===== config.mk =====
export PLATFORM = sky130hd
export DESIGN_NAME = multi_dispense_timer_flat
export DESIGN_NICKNAME = d
export VERILOG_FILES = /design/src/rtl/multi_dispense_timer_pkg.sv /design/src/rtl/multi_dispense_timer_if.sv /design/src/rtl/multi_dispense_timer_dispense_channel.sv /design/src/rtl/multi_dispense_timer.sv /design/src/flat_wrapper.sv
export SDC_FILE = /design/constraint.sdc
export NUM_CORES = 1
export LEC_CHECK = 0
export CAP_MARGIN = 20
export CORE_ASPECT_RATIO = 2
export CORE_UTILIZATION = 50
export CTS_CLUSTER_DIAMETER = 200
export DETAILED_ROUTE_END_ITERATION = 16
export GPL_ROUTABILITY_DRIVEN = 0
export PLACE_DENSITY = 0.74
export SLEW_MARGIN = 20
export SYNTH_ARGS = -nofsm -noshare
export SYNTH_HDL_FRONTEND = slang
export SYNTH_SLANG_ARGS = --single-unit

===== constraint.sdc =====
create_clock -name FPGA_CLK1_50 -period 4 [get_ports FPGA_CLK1_50]
set_input_delay 0.4 -clock FPGA_CLK1_50 [delete_from_list [all_inputs] [get_ports FPGA_CLK1_50]]
set_output_delay 0.4 -clock FPGA_CLK1_50 [all_outputs]
set_load 0.02 [all_outputs]

===== src/rtl/multi_dispense_timer_pkg.sv =====
// Shared types and default widths for the multi-channel dispense timer.
package multi_dispense_timer_pkg;

  typedef enum logic [1:0] {
    IDLE = 2'd0,
    ON   = 2'd1,
    OFF  = 2'd2
  } state_t;

  localparam int CNT_W_DEF  = 31;
  localparam int REP_W_DEF  = 8;
  localparam int NUM_CH_DEF = 4;

endpackage


===== src/rtl/multi_dispense_timer_if.sv =====
// Control/valve bus between the HPS register block (master) and the timer (slave).
interface multi_dispense_timer_if #(
  parameter int NUM_CH = 4,
  parameter int CNT_W  = 31,
  parameter int REP_W  = 8
);
  logic [NUM_CH*CNT_W-1:0] on_time;
  logic [NUM_CH*CNT_W-1:0] off_time;
  logic [NUM_CH*REP_W-1:0] repeat_cnt;
  logic [NUM_CH-1:0]       start;
  logic [NUM_CH-1:0]       abort;
  logic [NUM_CH-1:0]       dispense_sig;
  logic [NUM_CH-1:0]       busy;
  logic [NUM_CH-1:0]       done_pulse;

  modport master (
    output on_time, off_time, repeat_cnt, start, abort,
    input  dispense_sig, busy, done_pulse
  );

  modport slave (
    input  on_time, off_time, repeat_cnt, start, abort,
    output dispense_sig, busy, done_pulse
  );
endinterface


===== src/rtl/multi_dispense_timer_dispense_channel.sv =====
// One dispense channel: start edge detect, shadowed timing, ON/OFF pulse-train FSM.
module dispense_channel
  import multi_dispense_timer_pkg::*;
#(
  parameter int CNT_W = CNT_W_DEF,
  parameter int REP_W = REP_W_DEF
) (
  input  logic             clk,
  input  logic             rst_n,
  input  logic             start,
  input  logic             abort,
  input  logic [CNT_W-1:0] on_time,
  input  logic [CNT_W-1:0] off_time,
  input  logic [REP_W-1:0] repeat_cnt,
  output logic             dispense_sig,
  output logic             busy,
  output logic             done_pulse
);

  localparam logic [CNT_W-1:0] CNT_ONE = CNT_W'(1);
  localparam logic [REP_W-1:0] REP_ONE = REP_W'(1);

  state_t           state_reg;
  logic             start_q_reg;
  logic [CNT_W-1:0] cnt_reg;
  logic [CNT_W-1:0] on_reg;
  logic [CNT_W-1:0] off_reg;
  logic [REP_W-1:0] rem_reg;
  logic             dispense_reg;
  logic             busy_reg;
  logic             done_reg;
  logic             trigger;

  assign trigger      = start & ~start_q_reg;
  assign dispense_sig = dispense_reg;
  assign busy         = busy_reg;
  assign done_pulse   = done_reg;

  always_ff @(posedge clk or negedge rst_n) begin
    if (!rst_n) begin
      state_reg    <= IDLE;
      start_q_reg  <= 1'b1;  // a start held through reset must not look like an edge
      cnt_reg      <= '0;
      on_reg       <= '0;
      off_reg      <= '0;
      rem_reg      <= '0;
      dispense_reg <= 1'b0;
      busy_reg     <= 1'b0;
      done_reg     <= 1'b0;
    end else begin
      start_q_reg <= start;
      done_reg    <= 1'b0;
      if (abort) begin
        state_reg    <= IDLE;
        cnt_reg      <= '0;
        rem_reg      <= '0;
        dispense_reg <= 1'b0;
        busy_reg     <= 1'b0;
      end else begin
        case (state_reg)
          IDLE: begin
            if (trigger) begin
              on_reg  <= on_time;
              off_reg <= off_time;
              rem_reg <= (repeat_cnt == '0) ? REP_ONE : repeat_cnt;
              cnt_reg <= '0;
              if (on_time == '0) begin
                done_reg <= 1'b1;
              end else begin
                state_reg    <= ON;
                dispense_reg <= 1'b1;
                busy_reg     <= 1'b1;
              end
            end
          end
          ON: begin
            if (cnt_reg == on_reg - CNT_ONE) begin
              cnt_reg <= '0;
              rem_reg <= rem_reg - REP_ONE;
              // rem_reg > 1 means pulses remain after this one
              if (rem_reg > REP_ONE) begin
                if (off_reg != '0) begin
                  state_reg    <= OFF;
                  dispense_reg <= 1'b0;
                end
              end else begin
                state_reg    <= IDLE;
                dispense_reg <= 1'b0;
                busy_reg     <= 1'b0;
                done_reg     <= 1'b1;
              end
            end else begin
              cnt_reg <= cnt_reg + CNT_ONE;
            end
          end
          OFF: begin
            if (cnt_reg == off_reg - CNT_ONE) begin
              cnt_reg      <= '0;
              state_reg    <= ON;
              dispense_reg <= 1'b1;
            end else begin
              cnt_reg <= cnt_reg + CNT_ONE;
            end
          end
          default: begin
            state_reg    <= IDLE;
            dispense_reg <= 1'b0;
            busy_reg     <= 1'b0;
          end
        endcase
      end
    end
  end

endmodule


===== src/rtl/multi_dispense_timer.sv =====
// Multi-channel dispense timer: NUM_CH independent channels on flattened register buses.
module multi_dispense_timer
  import multi_dispense_timer_pkg::*;
#(
  parameter int NUM_CH = NUM_CH_DEF,
  parameter int CNT_W  = CNT_W_DEF,
  parameter int REP_W  = REP_W_DEF
) (
  input  logic                   FPGA_CLK1_50,
  input  logic                   reset_n,
  multi_dispense_timer_if.slave  bus
);

  logic [NUM_CH-1:0] dispense_all;
  logic [NUM_CH-1:0] busy_all;
  logic [NUM_CH-1:0] done_all;

  generate
    for (genvar gi = 0; gi < NUM_CH; gi++) begin : g_ch
      dispense_channel #(
        .CNT_W (CNT_W),
        .REP_W (REP_W)
      ) u_ch (
        .clk          (FPGA_CLK1_50),
        .rst_n        (reset_n),
        .start        (bus.start[gi]),
        .abort        (bus.abort[gi]),
        .on_time      (bus.on_time[gi*CNT_W +: CNT_W]),
        .off_time     (bus.off_time[gi*CNT_W +: CNT_W]),
        .repeat_cnt   (bus.repeat_cnt[gi*REP_W +: REP_W]),
        .dispense_sig (dispense_all[gi]),
        .busy         (busy_all[gi]),
        .done_pulse   (done_all[gi])
      );
    end
  endgenerate

  assign bus.dispense_sig = dispense_all;
  assign bus.busy         = busy_all;
  assign bus.done_pulse   = done_all;

endmodule


===== src/flat_wrapper.sv =====
// flat-port wrapper written by rule: the top's interface ports become plain ports
module multi_dispense_timer_flat import multi_dispense_timer_pkg::*;
#(
  parameter int NUM_CH = NUM_CH_DEF,
  parameter int CNT_W  = CNT_W_DEF,
  parameter int REP_W  = REP_W_DEF
)
  (FPGA_CLK1_50, reset_n, bus_on_time, bus_off_time, bus_repeat_cnt, bus_start, bus_abort, bus_dispense_sig, bus_busy, bus_done_pulse);
  multi_dispense_timer_if #(.NUM_CH(NUM_CH), .CNT_W(CNT_W), .REP_W(REP_W)) bus_i ();
  input  logic FPGA_CLK1_50;
  input  logic reset_n;
  input wire logic [$bits(bus_i.on_time)-1:0] bus_on_time;
  input wire logic [$bits(bus_i.off_time)-1:0] bus_off_time;
  input wire logic [$bits(bus_i.repeat_cnt)-1:0] bus_repeat_cnt;
  input wire logic [$bits(bus_i.start)-1:0] bus_start;
  input wire logic [$bits(bus_i.abort)-1:0] bus_abort;
  output wire logic [$bits(bus_i.dispense_sig)-1:0] bus_dispense_sig;
  output wire logic [$bits(bus_i.busy)-1:0] bus_busy;
  output wire logic [$bits(bus_i.done_pulse)-1:0] bus_done_pulse;
  assign bus_i.on_time = bus_on_time;
  assign bus_i.off_time = bus_off_time;
  assign bus_i.repeat_cnt = bus_repeat_cnt;
  assign bus_i.start = bus_start;
  assign bus_i.abort = bus_abort;
  assign bus_dispense_sig = bus_i.dispense_sig;
  assign bus_busy = bus_i.busy;
  assign bus_done_pulse = bus_i.done_pulse;
  multi_dispense_timer #(.NUM_CH(NUM_CH), .CNT_W(CNT_W), .REP_W(REP_W)) u_core (.FPGA_CLK1_50(FPGA_CLK1_50), .reset_n(reset_n), .bus(bus_i));
endmodule

---- Yosys cells after proc, flatten, opt, wreduce, memory -nomap -nowiden ----
Index checks and enable logic that the tools add are counted.
word-level totals
  register bits ........................... 428
  output and inout port bits .............. 12
  word-level logic and storage cells ...... 300
cells by class
  add/subtract/negate cells ............... 16
  $lt $le $gt $ge ......................... 4
  equal/unequal tests ..................... 44
  mux-type cells .......................... 144
  bitwise gates (word level) .............. 12
  reduce and logical (&&, ||, !) cells .... 44
operators by type and width
  cell                                                 number
  two-way mux 31 bit                                   16
  case mux 31 bit (3 select lines)                     4
  == test 31 bit                                       8
  subtractor 31 x 1 -> 31 bit (second input constant)  8
  two-way mux 8 bit                                    16
  adder 31 x 1 -> 31 bit (second input constant)       4
  logical NOT 31 bit                                   4
  nonzero test 31 bit                                  4
  case mux 8 bit (2 select lines)                      4
  two-way mux 1 bit                                    60
  != test 3 bit (second input constant)                20
  two-way mux 2 bit                                    28
  AND reduction 5 bit                                  8
  > comparator 8 x 1 -> 1 bit (second input constant)  4
  logical NOT 8 bit                                    4
  subtractor 8 x 1 -> 8 bit (second input constant)    4
  case mux 1 bit (3 select lines)                      8
  case mux 2 bit (3 select lines)                      4
  AND reduction 3 bit                                  8
  != test 4 bit (second input constant)                4
  nonzero test 4 bit                                   4
  nonzero test 3 bit                                   4
  == test 2 x 1 -> 1 bit (second input constant)       4
  == test 2 bit (second input constant)                4
  6 further kinds                                      28

---- Depth between registers and ports, before layout ----
  depth after elaboration ................. 6
  depth in mapped cells ................... 16
  depth with buffers taken out ............ 12

---- By module ----
A second synthesis with hierarchy kept.
second synthesis, totals
  cell total of the unflattened synthesis .. 3,218
  area total of the unflattened synthesis .. 29,401.9 µm²
by module, submodules not included
  module                                       instances  cells an instance  area an instance (µm²)  sequential area each (µm²)
  dispense_channel at u_core.g_ch[0].u_ch ...  2          787                7,308.3                 2,653.8
  dispense_channel at u_core.g_ch[3].u_ch      1          849                7,495.9                 2,653.8
  dispense_channel at u_core.g_ch[2].u_ch      1          795                7,289.5                 2,653.8

---- Worst setup path after synthesis ----
Ideal clock, no wire load.
  kind .................................... register -> register
  start point ............................. reg u_core.g_ch[2].u_ch.off_reg[0]
  end point ............................... reg u_core.g_ch[2].u_ch.cnt_reg[6]
  setup time .............................. 121 ps
  data arrival time ....................... 3,935 ps
  path slack .............................. -56 ps
  cell stages (with the launch flop) ...... 16
  buffers on the path ..................... 3
  period minus slack after synthesis ...... 4,056 ps
  cells stage by stage .................... dfrtp_1 -> inv_1 -> ha_1 -> or4b_1 -> buf_2 -> or4_1 -> buf_2 -> or3_4 -> a2111oi_2 -> o2111ai_1 -> or4_1 -> o211a_1 -> o21ai_4 -> buf_6 -> o21ai_0 -> a22o_1
on the way
  cells in the longest elaborated chain, start to end .. 5
RTL lines
  element                           line                                          RTL
  start, declared                   multi_dispense_timer_dispense_channel.sv:27   logic [CNT_W-1:0] off_reg;
  start signal, assigned            multi_dispense_timer_dispense_channel.sv:64   off_reg <= off_time;
  subtractor 31 x 1 -> 31 bit       multi_dispense_timer_dispense_channel.sv:97   if (cnt_reg == off_reg - CNT_ONE) begin
  == test 31 bit                    multi_dispense_timer_dispense_channel.sv:97
  two-way mux 31 bit                multi_dispense_timer_dispense_channel.sv:97
  case mux 31 bit (3 select lines)  multi_dispense_timer_dispense_channel.sv:60   case (state_reg)
  two-way mux 31 bit                multi_dispense_timer_dispense_channel.sv:53   if (abort) begin
  end signal, assigned              multi_dispense_timer_dispense_channel.sv:93   cnt_reg <= cnt_reg + CNT_ONE;
  end signal, assigned              multi_dispense_timer_dispense_channel.sv:102  cnt_reg <= cnt_reg + CNT_ONE;
  end, declared                     multi_dispense_timer_dispense_channel.sv:25   logic [CNT_W-1:0] cnt_reg;
No other way between the ends.
A chain may end at the register's enable or synchronous reset.

---- Worst setup path in the final report ----
  start point ............................. reg u_core.g_ch[2].u_ch.off_reg[0]
  end point ............................... reg u_core.g_ch[2].u_ch.cnt_reg[5]
Same word-level chain as after synthesis.

==> flow_summary.toml <==
[yosys]
synth.distinct_cells = 97
synthSimpleGateAreaFrac = 0.2465
synth.area.top_cells = "dfrtp_1, mux2_2, xnor2_1"
ys_seq_area_frac = 0.3584
postSynthCellCount = 3315
synth_top_family_by_area = "simple AND/OR/NAND/NOR gates"
synth_top_area_frac = 0.3549
async_flop_share = 1.000
yosys.area_share.adder = 0.01521
ys_seq_elements = 424
syn_area_per_cell_um2 = 8.934
synthXorXnorAreaFrac = 0.08635
syn_nets = 3641
syn_area_mm2 = 0.02962
synthFlopType = "dfrtp_1"
yosys_warnings = 0
synth_area_leader_cell = "dfrtp_1"
synth.area.mux_share = 0.09916
synth_edf_count = 0
synth-compound-area-share = 0.1498

[placement]
dp.final_hpwl_um = 71330
pre_cts_ws_ns = -0.02608
dp_cells = 4371
placed_area_mm2 = 0.03447
port_buffers = 301

[floorplanning]
io_pins = 302
die_area_mm2 = 0.06027
start_util = 0.5077
die_x_um = 174.1
row_count = 125
core_area_mm2 = 0.05834
fp.dieH_um = 346.2

[power_and_ir_drop]
p_seq_frac = 0.339
switching_power_mw = 9.290
powerDensity_mw_per_mm2 = 613.5
power.total_mw = 22.23
intPower_mw = 12.94
comb_power_share = 0.479
power.leakage_nw = 14.38
switching_share = 0.4180
ir_worst_vdd_v = 0.0004733
clockPowerShare = 0.182

[min_path]
hold_class = "in -> reg"

[timing]
finalSetupViolCount = 0
hold_viol = 0
final.min_clock_period_ns = 3.933
drv_slew = 0
relSlewSlack = 0.3222
post-route-period-util = 0.9832
tightest_slew_ns = 1.015
fin_hold_ws_ns = 0.2716
setup_slack_ns = 0.06735
fmax_mhz = 254.3
worst_clock_skew_ns = 0.01320

[route]
first_pass_iters = 6
avgViaCountPerCell = 6.306
dr_total_vias = 28120
ant_nets = 0
drtIter0Drc = 1870
drt_wl_total_um = 93160
drc = 0
routedWlPerCell_um = 20.89

[critical_path]
critPathKind = "reg -> reg"
start_kind = "flop"
path_buf_inv = 3
path_max_fanout = 8
cpPeakStageDelay_ns = 0.47
worst_setup_path_end_kind = "flop"
cpLargestDelayFamily = "simple AND/OR/NAND/NOR gates"
cp.required_ns = 4.45
crit_arrival_ns = 4.38
crit_top_cell = "or4_4"
cp_cell_sequence = "inv_2 -> ha_4 -> or4b_4 -> or4_4 -> or3_4 -> a2111oi_4 -> o2111ai_2 -> or4_4 -> o211a_4 -> o21ai_4 -> buf_12 -> clkbuf_16 -> o21ai_0 -> a22o_1"
cpMaxStageDelayCell = "or4_4"

[clock_tree]
cts_tree = "yes"
cts_buffer_depth = 3
cts_buffers = 42
htreeDepth = 2
cts.reportedPaths.clkPinSlew_ns = 0.06
cts_sinks = 424
worstSkewPairLatency_ns = 0.57
cts_root_buffer = "clkbuf_16"

[finish]
nets = 3987
seq_area_mm2 = 0.01062
drive_above_1_share = 0.1700
area_growth_syn_to_layout_pct = 22.34
multi_input_area_mm2 = 0.01799
finish.instance_area_mm2 = 0.03623
final-instance-count-excl-fill = 4459
fill_cells = 5020

[global_routing]
grt_pass1_vias = 28390
antenna_found_initial = 5
gr-total-overflow = 0
grtUsageTotal = 0.3059
grt_max_degree = 97
grt_pass1_wl_um = 147600

[run_status]
status = "finished clean"

[run]
maxCapViolCount = 0
==> cells in the mapped netlist (all sizes together), types with 8 or more instances <==
cell type / instances
o211ai: 23
o31ai: 16
or2: 28
nor2: 201
inv: 112
o311ai: 16
a311oi: 10
ha: 36
and2: 16
o21a: 12
nand3: 122
buf: 36
a21oi: 113
o211a: 9
a22o: 33
clkbuf: 179
and4: 15
nor3b: 24
nor4b: 25
and3: 47
o21ai: 157
a31oi: 59
dfrtp: 420
nor2b: 39
or3: 67
nand3b: 28
nand4b: 9
nor3: 127
a2111oi: 19
mux2: 235
mux2i: 29
xnor2: 169
xor2: 123
nand2b: 50
a211oi: 18
nand2: 222
o22ai: 22
a21o: 34
a211o: 15
nor4: 141
a41oi: 8
or4: 65
or4b: 8
nand4: 70
==> layout by cell type (no fill, tap or decap), types with 35 or more instances in the layout <==
cell             synthesis  routed
a21oi_1                113     110
xor2_1                 123     123
a31oi_1                 59      57
or3_1                   66      65
buf_4                   12     197
dfrtp_1                420     419
nand4_1                 70      70
ha_1                    36      35
o21ai_0                142     140
xnor2_1                169     169
nor4_1                 137     132
nand2_1                222     222
nor3_1                 127     127
inv_1                  112     110
or4_1                   63      51
nand2b_1                50      49
and3_1                  47      47
nor2_1                 201     196
nand3_1                122     122
clkdlybuf4s50_1          0     300
mux2_2                 235     235
nor2b_1                 39      38
clkbuf_16                0      48
==> metal layers <==
layer | GRT usage | up-vias | part of all wire
li1 | - | 12990 | -
met4 | 0.1778 | 4 | 0.061
met3 | 0.04183 | 359 | 0.056
met2 | 0.5713 | 1186 | 0.53
met1 | 0.3234 | 13580 | 0.35
met5 | 0 | - | 0.00032
==> layout make-up <==
class / count / share of cell area
diodes: 3 / 0.0002072
well taps: 762 / 0.02631
clock buffers: 63 / 0.03488
inverters: 113 / 0.01171
flip-flops and latches: 424 / 0.2930
repair buffers: 517 / 0.1345
clock inverters: 14 / 0.002935
multi-input cells: 2563 / 0.4964
==> timing repair <==
item                                   CTS  global route
setup endpoints to repair                6           145
gates cloned                             0             3
hold buffers                             1             0
pin swaps                                0             7
resized for setup                        3            54
setup buffers                            0             4
endpoints found under the hold margin   88             0
==> cell families (layout without fill, tap and decap cells) <==
logic type,after synthesis,after routing
AO/OA/AOI/OAI,652,652
XOR/XNOR,292,292
adder cells (fa/ha/maj),36,36
buffers and inverters,328,707
flip-flops,424,424
multiplexers,264,264
other,0,3
AND/OR/NAND/NOR,1319,1319
==> worst register-to-register path, cell delays in order, from the launching register on <==
cell	delay, ns
dfrtp_1	0.38
inv_2	0.08
ha_4	0.13
or4b_4	0.45
or4_4	0.46
or3_4	0.37
a2111oi_4	0.36
o2111ai_2	0.16
or4_4	0.47
o211a_4	0.26
o21ai_4	0.15
buf_12	0.15
clkbuf_16	0.15
o21ai_0	0.07
a22o_1	0.19
==> power by group through the flow <==
| stage | Clock [mW] | Sequential (mW) | Combinational, mW |
|---|---|---|---|
| after floorplan | 0 | 6.98 | 7.04 |
| after global routing | 4.28 | 7.72 | 11.6 |
| final | 4.04 | 7.54 | 10.7 |
| after CTS | 4.13 | 7.45 | 10.3 |
| after detailed placement | 0 | 7.51 | 10.2 |
| after global placement | 0 | 7.47 | 10.0 |
==> per-stage QoR <==
stage                     setup TNS [ns]  utilization
after global placement                 0       0.5909
after global routing             -0.5773       0.6209
after detailed placement        -0.06349       0.5909
final                                  0       0.6211
after CTS                              0       0.6147
after floorplan                        0            -
==> worst paths after layout <==
check	start	to	slack, ns	cells after the start
setup / recovery	u_core.g_ch[2].u_ch.off_reg[0]$_DFFE_PN0P_	u_core.g_ch[2].u_ch.cnt_reg[5]$_DFFE_PN0P_	0.07	14
min in group asynchronous	reset_n	u_core.g_ch[0].u_ch.rem_reg[3]$_DFFE_PN0P_	0.46	2
max in group asynchronous	reset_n	u_core.g_ch[3].u_ch.off_reg[29]$_DFFE_PN0P_	2.45	3
setup reg to reg	u_core.g_ch[2].u_ch.off_reg[0]$_DFFE_PN0P_	u_core.g_ch[2].u_ch.cnt_reg[5]$_DFFE_PN0P_	0.07	14
hold / removal	bus_start[0]	u_core.g_ch[0].u_ch.start_q_reg$_DFF_PN1_	0.27	1
hold reg to reg	u_core.g_ch[3].u_ch.on_reg[30]$_DFFE_PN0P_	u_core.g_ch[3].u_ch.on_reg[30]$_DFFE_PN0P_	0.53	1
No activity file was read; power rests on OpenSTA's default activity.
